File: config.mk
export PLATFORM = sky130hd
export DESIGN_NAME = pll_reset_sequencer
export DESIGN_NICKNAME = d
export VERILOG_FILES = /design/src/rtl/pll_reset_sequencer.sv
export SDC_FILE = /design/constraint.sdc
export NUM_CORES = 1
export LEC_CHECK = 0
export ABC_AREA = 1
export BUFFER_PORTS_ARGS = -buffer_cell sky130_fd_sc_hd__buf_2
export CAP_MARGIN = 5
export CORE_MARGIN = 5
export CORE_UTILIZATION = 30
export DETAILED_ROUTE_END_ITERATION = 6
export GPL_TIMING_DRIVEN = 1
export PLACE_DENSITY_LB_ADDON = 0.08
export REMOVE_ABC_BUFFERS = 1
export SYNTH_ARGS = -nofsm -noshare
export SYNTH_HDL_FRONTEND = slang
export SYNTH_SLANG_ARGS = --single-unit
File: constraint.sdc
create_clock -name CLKI -period 5.3 [get_ports CLKI]
set_input_delay 0.265 -clock CLKI [delete_from_list [all_inputs] [get_ports CLKI]]
set_output_delay 0.265 -clock CLKI [all_outputs]
set_load 0.01 [all_outputs]
File: src/rtl/pll_reset_sequencer.sv
// PLL reset/lock/frequency supervisor on the CLKI domain; releases system reset once CLKOS is qualified.
// Retries a failed bring-up up to MAX_RETRIES times, then parks in a sticky FAIL state.
module pll_reset_sequencer #(
  parameter int unsigned RST_CYCLES    = 16,
  parameter int unsigned LOCK_TIMEOUT  = 4096,
  parameter int unsigned STABLE_CYCLES = 256,
  parameter int unsigned MEAS_WINDOW   = 1024,
  parameter int unsigned EXP_EDGES     = 256,
  parameter int unsigned TOL           = 2,
  parameter int unsigned MAX_RETRIES   = 3,
  parameter int unsigned RETRY_W       = 2
) (
  input  logic               CLKI,
  input  logic               RSTN,
  input  logic               PLL_LOCK,
  input  logic               CLKOS_TGL,
  output logic               PLL_RST,
  output logic               CLK_READY,
  output logic               SYS_RSTN,
  output logic               FAIL,
  output logic [RETRY_W-1:0] RETRY_CNT,
  output logic [2:0]         STATE
);

  localparam int unsigned MAX_A  = (RST_CYCLES > LOCK_TIMEOUT) ? RST_CYCLES : LOCK_TIMEOUT;
  localparam int unsigned MAX_B  = (STABLE_CYCLES > MEAS_WINDOW) ? STABLE_CYCLES : MEAS_WINDOW;
  localparam int unsigned MAX_P  = (MAX_A > MAX_B) ? MAX_A : MAX_B;
  localparam int unsigned CYC_W  = $clog2(MAX_P + 1);
  localparam int unsigned EDGE_W = $clog2(MEAS_WINDOW + 1);
  localparam int unsigned TOL_LO = (EXP_EDGES > TOL) ? (EXP_EDGES - TOL) : 0;
  localparam int unsigned TOL_HI = EXP_EDGES + TOL;

  localparam logic [CYC_W-1:0]   RST_LAST    = CYC_W'(RST_CYCLES - 1);
  localparam logic [CYC_W-1:0]   LOCK_LAST   = CYC_W'(LOCK_TIMEOUT - 1);
  localparam logic [CYC_W-1:0]   STABLE_LAST = CYC_W'(STABLE_CYCLES - 1);
  localparam logic [CYC_W-1:0]   MEAS_LAST   = CYC_W'(MEAS_WINDOW - 1);
  localparam logic [RETRY_W-1:0] RETRY_MAX   = RETRY_W'(MAX_RETRIES);

  typedef enum logic [2:0] {
    S_RESET     = 3'd0,
    S_WAIT_LOCK = 3'd1,
    S_STABLE    = 3'd2,
    S_MEASURE   = 3'd3,
    S_RUN       = 3'd4,
    S_RETRY     = 3'd5,
    S_FAIL      = 3'd6
  } state_t;

  state_t              state, state_next;
  logic                lock_m, lock_s, tgl_m, tgl_s, tgl_q;
  logic [CYC_W-1:0]    cyc_cnt;
  logic [EDGE_W-1:0]   edge_cnt, edge_total;
  logic [RETRY_W-1:0]  retry_cnt;
  logic                edge_seen, in_tol;
  logic                pll_rst_d, clk_ready_d, sys_rstn_d, fail_d;

  always_ff @(posedge CLKI or negedge RSTN) begin
    if (!RSTN) begin
      lock_m <= 1'b0;
      lock_s <= 1'b0;
      tgl_m  <= 1'b0;
      tgl_s  <= 1'b0;
      tgl_q  <= 1'b0;
    end else begin
      lock_m <= PLL_LOCK;
      lock_s <= lock_m;
      tgl_m  <= CLKOS_TGL;
      tgl_s  <= tgl_m;
      tgl_q  <= tgl_s;
    end
  end

  assign edge_seen  = tgl_s ^ tgl_q;
  // Window verdict includes an edge landing in the final window cycle.
  assign edge_total = (edge_seen && (edge_cnt != '1)) ? edge_cnt + 1'b1 : edge_cnt;
  assign in_tol     = (32'(edge_total) >= TOL_LO) && (32'(edge_total) <= TOL_HI);

  always_ff @(posedge CLKI or negedge RSTN) begin
    if (!RSTN) begin
      state <= S_RESET;
    end else begin
      state <= state_next;
    end
  end

  always_comb begin
    state_next = state;
    case (state)
      S_RESET:     if (cyc_cnt == RST_LAST) state_next = S_WAIT_LOCK;
      S_WAIT_LOCK: if (lock_s) state_next = S_STABLE;
                   else if (cyc_cnt == LOCK_LAST) state_next = S_RETRY;
      S_STABLE:    if (!lock_s) state_next = S_RETRY;
                   else if (cyc_cnt == STABLE_LAST) state_next = S_MEASURE;
      S_MEASURE:   if (!lock_s) state_next = S_RETRY;
                   else if (cyc_cnt == MEAS_LAST) state_next = in_tol ? S_RUN : S_RETRY;
      S_RUN:       if (!lock_s) state_next = S_RETRY;
      S_RETRY:     state_next = (retry_cnt == RETRY_MAX) ? S_FAIL : S_RESET;
      S_FAIL:      state_next = S_FAIL;
      default:     state_next = S_RESET;
    endcase
  end

  always_ff @(posedge CLKI or negedge RSTN) begin
    if (!RSTN) begin
      cyc_cnt   <= '0;
      edge_cnt  <= '0;
      retry_cnt <= '0;
    end else begin
      if (state_next != state) begin
        cyc_cnt  <= '0;
        edge_cnt <= '0;
      end else begin
        if (cyc_cnt != '1) cyc_cnt <= cyc_cnt + 1'b1;
        if ((state == S_MEASURE) && edge_seen && (edge_cnt != '1)) edge_cnt <= edge_cnt + 1'b1;
      end
      if ((state == S_RETRY) && (state_next == S_RESET)) retry_cnt <= retry_cnt + 1'b1;
    end
  end

  // Outputs decode the next state so they are valid in the first cycle of each state.
  always_comb begin
    pll_rst_d   = 1'b0;
    clk_ready_d = 1'b0;
    sys_rstn_d  = 1'b0;
    fail_d      = 1'b0;
    case (state_next)
      S_RESET, S_RETRY: pll_rst_d = 1'b1;
      S_RUN: begin
        clk_ready_d = 1'b1;
        sys_rstn_d  = 1'b1;
      end
      S_FAIL: begin
        pll_rst_d = 1'b1;
        fail_d    = 1'b1;
      end
      default: pll_rst_d = 1'b0;
    endcase
  end

  always_ff @(posedge CLKI or negedge RSTN) begin
    if (!RSTN) begin
      PLL_RST   <= 1'b1;
      CLK_READY <= 1'b0;
      SYS_RSTN  <= 1'b0;
      FAIL      <= 1'b0;
    end else begin
      PLL_RST   <= pll_rst_d;
      CLK_READY <= clk_ready_d;
      SYS_RSTN  <= sys_rstn_d;
      FAIL      <= fail_d;
    end
  end

  assign RETRY_CNT = retry_cnt;
  assign STATE     = state;

endmodule

### Yosys cells after proc, flatten, opt, wreduce, memory -nomap -nowiden

Index checks and enable logic that the tools add are counted.
Widths: inputs -> output; s select.

* bits in registers: 37
* input bits: 4
* output and inout bits: 9
* word-level logic and storage cells: 64

* add/subtract/negate cells: 3
* $lt $le $gt $ge: 2
* equal/unequal tests: 17
* multiplexer cells: 19
* bitwise logic cells: 1
* reductions and logical operators: 10

Operators with widths (count)
* $mux 11: 3
* $mux 3: 9
* $mux 13: 2
* $pmux 3 s7: 1
* $eq 3x3->1 const B: 6
* $add 13x1->13 const B: 1
* $eq 13x10->1 const B: 1
* $eq 13x12->1 const B: 1
* $eq 13x4->1 const B: 1
* $eq 13x8->1 const B: 1
* $ne 13x13->1 const B: 1
* $add 11x1->11 const B: 1
* $ge 11x8->1 const B: 1
* $le 11x9->1 const B: 1
* $ne 11x11->1 const B: 1
* $eq 3x2->1 const B: 2
* $logic_not 3->1: 2
* $logic_and 1x1->1: 5
* $mux 1: 4
* $reduce_bool 2->1: 2
* $eq 3x1->1 const B: 1
* $ne 3x3->1: 1
* $reduce_or 3->1: 1
* $add 2x1->2 const B: 1
* other kinds (2): 2

### Depth between registers and ports, before layout

Gate-level depths: netlist (run 1).

* word-level depth: 12
* depth in mapped cells: 18
* mapped depth without buffers: 18

### Worst setup path before layout (run 1)

OpenSTA, ideal clock, no wires.

* path type: register -> register
* from: register cyc_cnt[0]
* to: register edge_cnt[4]
* library setup time: 0.073 ns
* arrival: 1.932 ns
* data required time: 5.227 ns
* slack: 3.295 ns
* cell stages (with the launch flop): 13
* buffers on the path: 1
* period minus slack after synthesis: 2.005 ns
* cells stage by stage: dfrtp_1 > ha_1 > nand2_1 > nor2_4 > nand4_4 > inv_2 > nand4_2 > or2_1 > a21oi_4 > xor2_2 > nand3_2 > buf_6 > a21oi_2

* cells in the longest elaborated chain, start to end: 6
* elaborated cells on any way between the ends: 15
* those cells by class: 5 x eq/ne; 9 x mux; 1 x reduce/logical

Ends and longest elaborated chain
* start, declared: line 51 `logic [CYC_W-1:0] cyc_cnt;`
* start signal, assigned: line 113 `if (cyc_cnt != '1) cyc_cnt <= cyc_cnt + 1'b1;`
* $eq 13x10->1, or another cell as far along: line 95 `else if (cyc_cnt == MEAS_LAST) state_next = in_tol ? S_RUN : S_RETRY;`
* $mux 3, on equally long branches: line 95, 91, 93
* $mux 3, on equally long branches: line 94, 90, 92
* $pmux 3 s7 (*): line 88 `case (state)`
* $ne 3x3->1 (*): line 109 `if (state_next != state) begin`
* $mux 11 or $reduce_bool 2->1 (tied branches)
* end signal, assigned: line 114 `if ((state == S_MEASURE) && edge_seen && (edge_cnt != '1)) edge_cnt <= edge_cnt + 1'b1;`
* end, declared: line 52 `logic [EDGE_W-1:0] edge_cnt, edge_total;`

Mark *: on every way between the ends. The rest lies on a longest branch, timed or not.
A chain may end at the register's enable or synchronous reset.

### Final worst setup path (run 1)

* from: register cyc_cnt[0]
* to: register cyc_cnt[7]

* cells in the longest elaborated chain, start to end: 6
* elaborated cells on any way between the ends: 18
* those cells by class: 1 x add/sub; 6 x eq/ne; 10 x mux; 1 x reduce/logical

Ends and longest elaborated chain (line)
* $eq 13x10->1, or another cell as far along: 95
* $mux 3, on equally long branches: 95, 91, 93
* $mux 3, on equally long branches: 94, 90, 92
* $pmux 3 s7: 88
* $ne 3x3->1: 109
* $mux 13 or $reduce_bool 2->1 (tied branches)

Parallel ways exist; a longest one is shown, timed or not. The select of a mux whose other input is x is not followed.

==> out/qor.yml, run 1 <==
critical_path.max_fanout: 24
synth_cell_types: 35
finalSetupTns_ns: 0
area_delta_synth_final_pct: 9.65
route.detailed.drc: 0
yosys.area.top_type_share: 0.386
reg2reg_from: "cyc_cnt[0]"
syn_avg_cell_area_um2: 7.29
boundaryPins: 13
layout-drive-gt1-share: 0.136
routed_via_density: 4.56
crit_start: "cyc_cnt[0]"
crit_chain: "ha_1, nand2_1, nor2_4, nand4_4, nor2_1, a31oi_1, o21ai_1, nor2_1, nand2_1, nand3_2, nor3_1"
antenna_found_initial: 0
maxSlewViolCount: 0
mostFrequentLayoutCells: "nand2_1, dfrtp_1, inv_1, nor2_1, nand3_1"
postSynthCellCount: 320
p_per_area_nw_per_um2: 358
layout.cells.non_filler: 434
min_to: "lock_m"
wl_per_cell_um: 12.4
die_area_um2: 9640
crit_type: "reg -> reg"
grt_pass1_vias: 1917
worst-r2r-setup-slack_ns: 2.49
post-route-min-period_ns: 2.81
synth_top_area_cell: "dfrtp_1"
chipHeight_um: 98.2
grt_max_degree: 38
port_buffers: 12
synthFlopType: "dfrtp_1"
reg2reg_depth: 11
die_width_um: 98.2
hold_path.class: "in -> reg"
worst_slack_ns: 2.49
rsz0062_at_grt: "false"
dpl_cell_area_um2: 2460
grt_overflow_total: 0
rr_endpoint: "cyc_cnt[7]"
ys_warn_count: 0
fin_skew_ns: 0.0127
pre_cts_ws_ns: 2.45
worst-endpoint-arrival_ns: 3.00
design_area_um2: 2560
required_ns: 5.49
detailroute.via_count: 1981
hold_viol_final: 0
finalSetupViolCount: 0
clock_sinks: 37
cp-end-kind: "register"
leakagePower_nw: 1.19
max-vdd-ir-drop_mv: 0.175
cts_buffer_depth: 2
finalPower_uw: 916
maxCapViolations: 0
clk_latency_ns: 0.29
startpoint_type: "register"
worstHoldStart: "PLL_LOCK"
cp_slowest_cell: "nand3_2"
ant_nets: 0
path_clk_slew_ns: 0.08
fillers: 837
cts-htree-levels: 2
nets: 338
cts-root-buf: "clkbuf_8"
hpwl_mm: 3.99
rows: 32
final_common_cell: "nand2_1"
synth_edf_count: 0
hold_path_depth: 1
outcome: "complete, no violations"
ctsHoldBuffers: 0
grt_pass1_wl_mm: 9.37
numCtsBuffers: 5
grt_util_all_layers: 0.118
n_antenna_cell: 0
cts_resized: 0
max_slew.worst_pin.slew_ns: 0.871
maxSlewHeadroom: 0.420
cts_tree: "yes"
ys_seq_area_frac: 0.397
netlist_area_um2: 2330
post_cts_buffers: 0
firstDrtPassIters: 4
ys_seq_elements: 37
routabilityCongestion: 0.843
start_util: 0.305
ys_async_sr_fraction: 1.00
drt-initial-drc-count: 56
placedCellCount: 426
fmax_ghz: 0.356
period_share: 0.531
wirelength_mm: 5.38
coreArea_um2: 7650
synth.area.top_cells: "dfrtp_1, nand2_1, inv_1, nor2_1, nand3_1"
critPathMaxStageDelay_ns: 0.53
==> Yosys cell counts, types with 2 or more instances <==
cell and count:
buf_6 3, nor3_1 8, inv_2 3, ha_1 3, buf_4 3, a21oi_1 14, nor2_1 35, o21ai_1 2
inv_1 35, clkbuf_1 2, xor2_1 7, o21ai_0 17, nor2_4 3, a31oi_1 2, nand4_1 4, nand2_2 2
nand2_1 98, a21oi_2 2, xnor2_1 2, nor2_2 8, dfrtp_1 36, nand3_1 18
==> metrics by stage <==
| step | hold slack (ns) | utilization |
|---|---|---|
| 6_report | 0.0731 | 0.335 |
| 5_1_grt | 0.0682 | 0.335 |
| 4_1_cts | 0.0638 | 0.335 |
| 3_5_place_dp | 0.337 | 0.321 |
| 3_3_place_gp | 0.333 | 0.321 |
| 2_1_floorplan | -0.0306 | - |
==> registers in the layout (all words and copies together), names as in the netlist, 2 cells and up <==
register and cells:
edge_cnt 11, cyc_cnt 13, STATE 3, RETRY_CNT 2
==> per-layer routing <==
metal  GRT usage  up-vias  wire, µm
li1            -     1042         -
met1       0.156      921      2640
met2       0.198       16      2620
met3      0.0214        2        97
met4      0.0315        0        22
met5           0        -         0
==> worst max-delay path: cells and delay by family, from the launching register on <==
kind	cells	cell delay (ns)
fa+ha+maj	1	0.18
flops	1	0.39
compound gates	2	0.34
simple gates	8	1.79
==> area by class of cell <==
type,count,area (µm²),area share
multi-input cells,237,1200,0.469
flip-flops and latches,37,927,0.362
inverters,38,143,0.0557
well taps,102,128,0.0499
clock buffers,7,96.3,0.0377
repair buffers,12,60.1,0.0235
clock inverters,1,5.00,0.00196
==> logic make-up (layout without fill, tap and decap cells) <==
logic type      Yosys count  in the layout  share of synthesized area
flops                    37             37                      0.397
xor+xnor                 10             10                     0.0408
compound gates           42             42                      0.104
buf+inv                  46             58                     0.0885
fa+ha+maj                 3              3                     0.0161
simple gates            182            182                      0.353
==> where the power goes <==
group / internal [mW] / switching [mW] / total (mW) / leakage [nW]
clock: 0.118 / 0.102 / 0.220 / 0.0542
sequential: 0.325 / 0.0404 / 0.366 / 0.493
combinational: 0.0953 / 0.235 / 0.330 / 0.647
total: 0.538 / 0.377 / 0.916 / 1.19
==> worst max path at each step <==
stage                 end  slack, ns  depth (start not counted)
6_report       cyc_cnt[7]       2.49                         11
5_1_grt        cyc_cnt[7]       2.08                         11
4_1_cts        cyc_cnt[7]       2.43                         11
3_5_place_dp   cyc_cnt[7]       2.45                         11
3_3_place_gp   cyc_cnt[7]       2.41                         11
2_1_floorplan  cyc_cnt[7]       3.08                         11
No activity file was read; power rests on OpenSTA's default activity.
==> run 2, diff against run 1 <==
==> constraint.sdc (replaced) <==
create_clock -name CLKI -period 2.9 [get_ports CLKI]
set_input_delay 0.145 -clock CLKI [delete_from_list [all_inputs] [get_ports CLKI]]
set_output_delay 0.145 -clock CLKI [all_outputs]
set_load 0.01 [all_outputs]
==> run 2 against run 1 <==
The flow now finishes with violations (hold timing). Die area unchanged. Via count up 0.50%. Final cell count up 0.23%. Critical path depth up 6. Maximum frequency up 16%. Combinational power up 88%. Global-route usage down 0.30 points. Critical endpoint is now SYS_RSTN. Largest cell class unchanged.
==> out/qor.yml, run 2 (synthesis results as in run 1) <==
required_ns: 3.12
finalSetupViolCount: 0
numCtsBuffers: 5
cp-end-kind: "register"
die_width_um: 98.2
maxCapViolations: 0
outcome: "finished, violations left"
hold_viol_final: 36
critical_path.max_fanout: 21
wl_per_cell_um: 12.1
post-route-min-period_ns: 2.42
mostFrequentLayoutCells: "nand2_1, dfrtp_1, inv_1, nor2_1, nand3_1"
detailroute.via_count: 1991
nets: 341
maxSlewHeadroom: 0.437
grt_util_all_layers: 0.115
crit_chain: "ha_1, nand2_1, nor2_4, nand3_4, nand2_4, inv_1, nand2_1, nand2_1, nor2_1, nand2_1, nand2_1, nand3_1, nand2_1, nand2_1, nand2_1, nand2_1, nor2_1"
clk_latency_ns: 0.28
critPathMaxStageDelay_ns: 0.43
top_register: "cyc_cnt"
leakagePower_nw: 1.19
design_area_um2: 2560
start_util: 0.305
die_area_um2: 9640
firstDrtPassIters: 4
antenna_found_initial: 0
violations: "hold timing"
crit_type: "reg -> reg"
coreArea_um2: 7650
routed_via_density: 4.58
area_delta_synth_final_pct: 9.87
hold_path.class: "in -> async"
cp_top_family: "simple AND/OR/NAND/NOR gates"
finalSetupTns_ns: 0
hpwl_mm: 3.88
fin_skew_ns: 0.00477
layout-drive-gt1-share: 0.132
hold_slack_ns: -0.0374
grt_overflow_total: 0
boundaryPins: 13
grt_pass1_wl_mm: 9.05
cts-htree-levels: 2
grt_max_degree: 38
final_common_cell: "nand2_1"
rsz0062_at_grt: "false"
n_antenna_cell: 0
rows: 32
dpl_cell_area_um2: 2460
wirelength_mm: 5.25
largest_reg_flops: 13
path_clk_slew_ns: 0.07
startpoint_type: "register"
max-vdd-ir-drop_mv: 0.414
cts_tree: "yes"
cts-root-buf: "clkbuf_8"
fmax_ghz: 0.413
max_slew.worst_pin.slew_ns: 0.844
route.detailed.drc: 0
cp_slowest_cell: "dfrtp_1"
path_buf_inv: 1
cp_common_cell: "nand2_1"
clock_sinks: 37
p_per_area_nw_per_um2: 633
cts_buffer_depth: 2
grt_pass1_vias: 1942
routabilityCongestion: 0.813
port_buffers: 12
period_share: 0.835
ant_nets: 0
chipHeight_um: 98.2
worst-endpoint-arrival_ns: 2.64
drt-initial-drc-count: 43
maxSlewViolCount: 0
run 2: cell count changes in the layout (fill, tap and decap cells not counted):
| cell | delta |
|---|---|
| dlygate4sd3_1 | +2 |
| clkbuf_8 | -2 |
| nand2_4 | +1 |
| nand2_2 | -1 |
| buf_4 | +1 |
run 2: worst paths after layout:
path | slack [ns] | endpoint | from | depth (start not counted)
worst max register to register | 0.48 | SYS_RSTN | edge_cnt[0] | 17
worst min register to register | 0.35 | tgl_s | tgl_m | 0
worst min-delay path | -0.04 | edge_cnt[4] | RSTN | 1
worst max-delay path | 0.48 | SYS_RSTN | edge_cnt[0] | 17
min in group CLKI | 0.35 | tgl_s | tgl_m | 0
max in group asynchronous | 2.40 | cyc_cnt[11] | RSTN | 1
run 2: report_power, final:
part	switching, mW	internal, mW	leakage [nW]	total [mW]
clock	0.176	0.158	0.0399	0.334
combinational	0.424	0.195	0.661	0.619
sequential	0.0755	0.594	0.493	0.670
run 2: routing by layer:
layer	share of wire	up-vias	GRT usage
met3	0.029	7	0.0243
met4	0.016	0	0.0410
met5	0	-	0
met1	0.49	918	0.146
met2	0.47	25	0.192
li1	-	1041	-
run 2: timing repair:
action,4_1_cts,5_1_grt
hold buffers,2,0
setup buffers,0,0
endpoints found under the setup margin,0,2
endpoints found under the hold margin,2,0
resized for setup,0,1
run 2: worst register-to-register path, cell delays in order, from the launching register on:
cell and delay [ns]:
dfrtp_1 0.43, ha_1 0.25, nand2_1 0.13, nor2_4 0.15
nand3_4 0.16, nand2_4 0.22, inv_1 0.17, nand2_1 0.10
nand2_1 0.07, nor2_1 0.10, nand2_1 0.05, nand2_1 0.06
nand3_1 0.08, nand2_1 0.06, nand2_1 0.06, nand2_1 0.11
nand2_1 0.06, nor2_1 0.08
run 2: layout make-up:
type / count / area [µm²]
sequential: 37 / 927
multi-input combinational: 237 / 1200
fill: 837 / 5080
timing repair buffer: 15 / 87.6
clock buffer: 5 / 68.8
clock inverter: 1 / 5.00
tap: 102 / 128
inverter: 38 / 143
run 2: stage by stage:
step / worst slack [ns] / utilization / std cells / power [mW]
finish: 0.479 / 0.335 / 435 / 1.62
global route: 0.0906 / 0.335 / 435 / 1.76
CTS: 0.293 / 0.335 / 435 / 1.66
detailed placement: 0.312 / 0.322 / 427 / 1.31
global placement: 0.267 / 0.322 / 427 / 1.32
floorplan: 0.682 / - / 312 / 1.09
==> run 3, diff against run 2 <==
--- a/config.mk
+++ b/config.mk
@@ -5,7 +5,7 @@
 export SDC_FILE = /design/constraint.sdc
 export NUM_CORES = 1
 export LEC_CHECK = 0
-export ABC_AREA = 1
+export ABC_AREA = 0
 export BUFFER_PORTS_ARGS = -buffer_cell sky130_fd_sc_hd__buf_2
 export CAP_MARGIN = 5
 export CORE_MARGIN = 5
==> constraint.sdc (replaced) <==
create_clock -name CLKI -period 2.1 [get_ports CLKI]
set_input_delay 0.105 -clock CLKI [delete_from_list [all_inputs] [get_ports CLKI]]
set_output_delay 0.105 -clock CLKI [all_outputs]
set_load 0.01 [all_outputs]
==> run 3 against run 2 <==
Final area rose by 29%. Area after synthesis fell by 0.32%. Maximum frequency grew 9.9%. Highest routed layer unchanged. Critical endpoint is now cyc_cnt[10]. Wire length increased by 18%. Clock-buffer cell count grew 1. Sequential cell count stayed put. Worst hold slack better by 0.30 ns. Non-clock buffer count up 67. Combinational power grew to 2.5 times the previous value. Clock skew rose by 0.0011 ns. Largest cell class unchanged. The run ends with setup timing left.
==> out/qor.yml, run 3 <==
crit_chain: "or3_4, or4b_1, a311o_1, nor2_1, o21ai_2, nand2_8, buf_12, a211oi_2"
max_slew.worst_pin.slew_ns: 0.432
crit_start: "cyc_cnt[11]"
rsz0062_at_grt: "true"
layout-drive-gt1-share: 0.418
synthXorXnorAreaFrac: 0.0904
synth_fa_ha_area_frac: 0.0161
die_width_um: 98.1
rows: 32
critical_path.max_fanout: 8
reg2reg_from: "cyc_cnt[11]"
grt_util_all_layers: 0.133
layout.cells.non_filler: 432
nets: 336
ys_seq_elements: 37
fmax_ghz: 0.454
cts_buffer_depth: 2
grt_pass1_wl_mm: 10.4
start_util: 0.304
synth.most_common_cell: "nor2_1"
maxSlewHeadroom: 0.710
design_area_um2: 3310
worst_slack_ns: -0.103
grtUsageMet1: 0.180
path_clk_slew_ns: 0.08
area_delta_synth_final_pct: 42.4
multi_input_area_um2: 1510
seq_area_um2: 927
hpwl_mm: 4.43
boundaryPins: 13
dpl_cell_area_um2: 2880
firstDrtPassIters: 4
grt_use_met2: 0.216
wirelength_mm: 6.20
grt-busiest-layer: "met2"
ant_nets: 0
cts_tree: "yes"
synth_simple_gate_area_share: 0.271
detailroute.via_count: 2125
largest_reg_flops: 13
clk_latency_ns: 0.29
port_buffers: 12
endpoint: "cyc_cnt[10]"
synth_cell_types: 55
worst-endpoint-arrival_ns: 2.36
cp_slowest_cell: "or4b_1"
route.detailed.drc: 0
hold_viol_final: 0
rr_endpoint: "cyc_cnt[10]"
finalSetupTns_ns: -2.24
synth.area.top_cells: "dfrtp_1, nor2_1, xnor2_1, xor2_1, nand2_1"
grt_pass1_vias: 2124
yosys.area.top_type_share: 0.387
required_ns: 2.26
grt_max_degree: 22
reg2reg_depth: 8
p_per_area_nw_per_um2: 892
wl_per_cell_um: 14.4
critPathMaxStageDelay_ns: 0.47
worst-r2r-setup-slack_ns: -0.10
outcome: "finished, violations left"
postSynthCellCount: 258
routabilityCongestion: 0.786
ys_warn_count: 0
drt-initial-drc-count: 39
crit_type: "reg -> reg"
maxSlewViolCount: 0
synthFlopType: "dfrtp_1"
grt_overflow_total: 0
finish.utilization: 0.433
fillers: 777
startpoint_type: "register"
n_antenna_cell: 0
numCtsBuffers: 5
period_share: 1.05
ys_async_sr_fraction: 1.00
coreArea_um2: 7650
synth_top_family_by_area: "simple AND/OR/NAND/NOR gates"
synthMuxAreaShare: 0.0231
synth_top_area_cell: "dfrtp_1"
cp-end-kind: "register"
maxCapViolations: 0
placedCellCount: 414
violations: "setup timing"
die_area_um2: 9610
cts-htree-levels: 2
ys_seq_area_frac: 0.399
routed_via_density: 4.92
clock_sinks: 37
hold_slack_ns: 0.261
ys_top_cells_by_count: "nor2_1, dfrtp_1, nand2_1"
mostFrequentLayoutCells: "buf_4, dfrtp_1, nor2_1, nand2_1, buf_2"
hold_path.class: "in -> async"
fin_skew_ns: 0.00583
leakagePower_nw: 1.38
grt_util_met3: 0.0250
antenna_found_initial: 0
synth-compound-area-share: 0.144
netlist_area_um2: 2330
chipHeight_um: 98.1
syn_avg_cell_area_um2: 9.02
post-route-min-period_ns: 2.20
max-vdd-ir-drop_mv: 0.473
final_common_cell: "buf_4"
finalSetupViolCount: 25
synth_edf_count: 0
cts-root-buf: "clkbuf_8"
top_register: "cyc_cnt"
## run 3: changes by cell type after synthesis, moves of 4 or more
cell,change
inv_1,-29
buf_2,+6
and3_1,+6
o21ai_0,-12
xnor2_1,+11
nand2_1,-78
a211oi_1,+5
nor2_2,-8
a21oi_1,-5
nand3_1,-7
and4_1,+6
xor2_1,+4
## run 3: what timing repair did
item,4_1_cts,5_1_grt
gates cloned,1,0
hold endpoints to repair,18,0
pin swaps,14,5
setup endpoints to repair,27,27
setup buffers,0,6
resized for setup,31,22
hold buffers,3,0
## run 3: report_power, final
| group | internal [mW] | switching, mW |
|---|---|---|
| Combinational | 0.745 | 0.804 |
| Sequential | 0.819 | 0.0998 |
| Clock | 0.230 | 0.259 |
## run 3: through the flow
stage | total power [mW] | setup WS [ns]
2_1_floorplan | 1.46 | -0.154
3_3_place_gp | 2.05 | -0.248
3_5_place_dp | 2.05 | -0.246
4_1_cts | 2.86 | -0.0956
5_1_grt | 3.17 | -0.189
6_report | 2.96 | -0.103
## run 3: cells by family after synthesis
logic type | count (synthesis)
multiplexers | 5
XOR/XNOR | 24
AO/OA/AOI/OAI | 47
flip-flops | 37
adder cells (fa/ha/maj) | 3
AND/OR/NAND/NOR | 118
buffers and inverters | 24
## run 3: how the worst min path moves through the flow
| stage | endpoint | slack [ns] | cells past startpoint | start |
|---|---|---|---|---|
| final | edge_cnt[6] | 0.26 | 2 | RSTN |
| after global routing | edge_cnt[6] | 0.28 | 2 | RSTN |
| after CTS | edge_cnt[6] | 0.27 | 2 | RSTN |
| after detailed placement | edge_cnt[6] | 0.05 | 1 | RSTN |
| after global placement | edge_cnt[6] | 0.05 | 1 | RSTN |
| after floorplan | FAIL | -0.19 | 0 | RSTN |
## run 3: area by class of cell
cell class	instances	area share
inverter	6	0.00680
sequential	37	0.280
timing repair buffer	82	0.194
clock inverter	2	0.00302
tap	102	0.0385
multi-input combinational	197	0.456
clock buffer	6	0.0219
## run 3: worst max-delay path: cells and delay by family (launching register included)
kind,cells,cell delay [ns]
AND/OR/NAND/NOR,4,1.08
AO/OA/AOI/OAI,3,0.49
flip-flops,1,0.38
buffers and inverters,1,0.14
## run 3: routing by layer
metal,share of wire,up-vias,wire [µm]
li1,-,1067,-
met1,0.46,1030,2880
met2,0.49,20,3050
met3,0.026,8,160
met4,0.018,0,110
met5,0,-,0
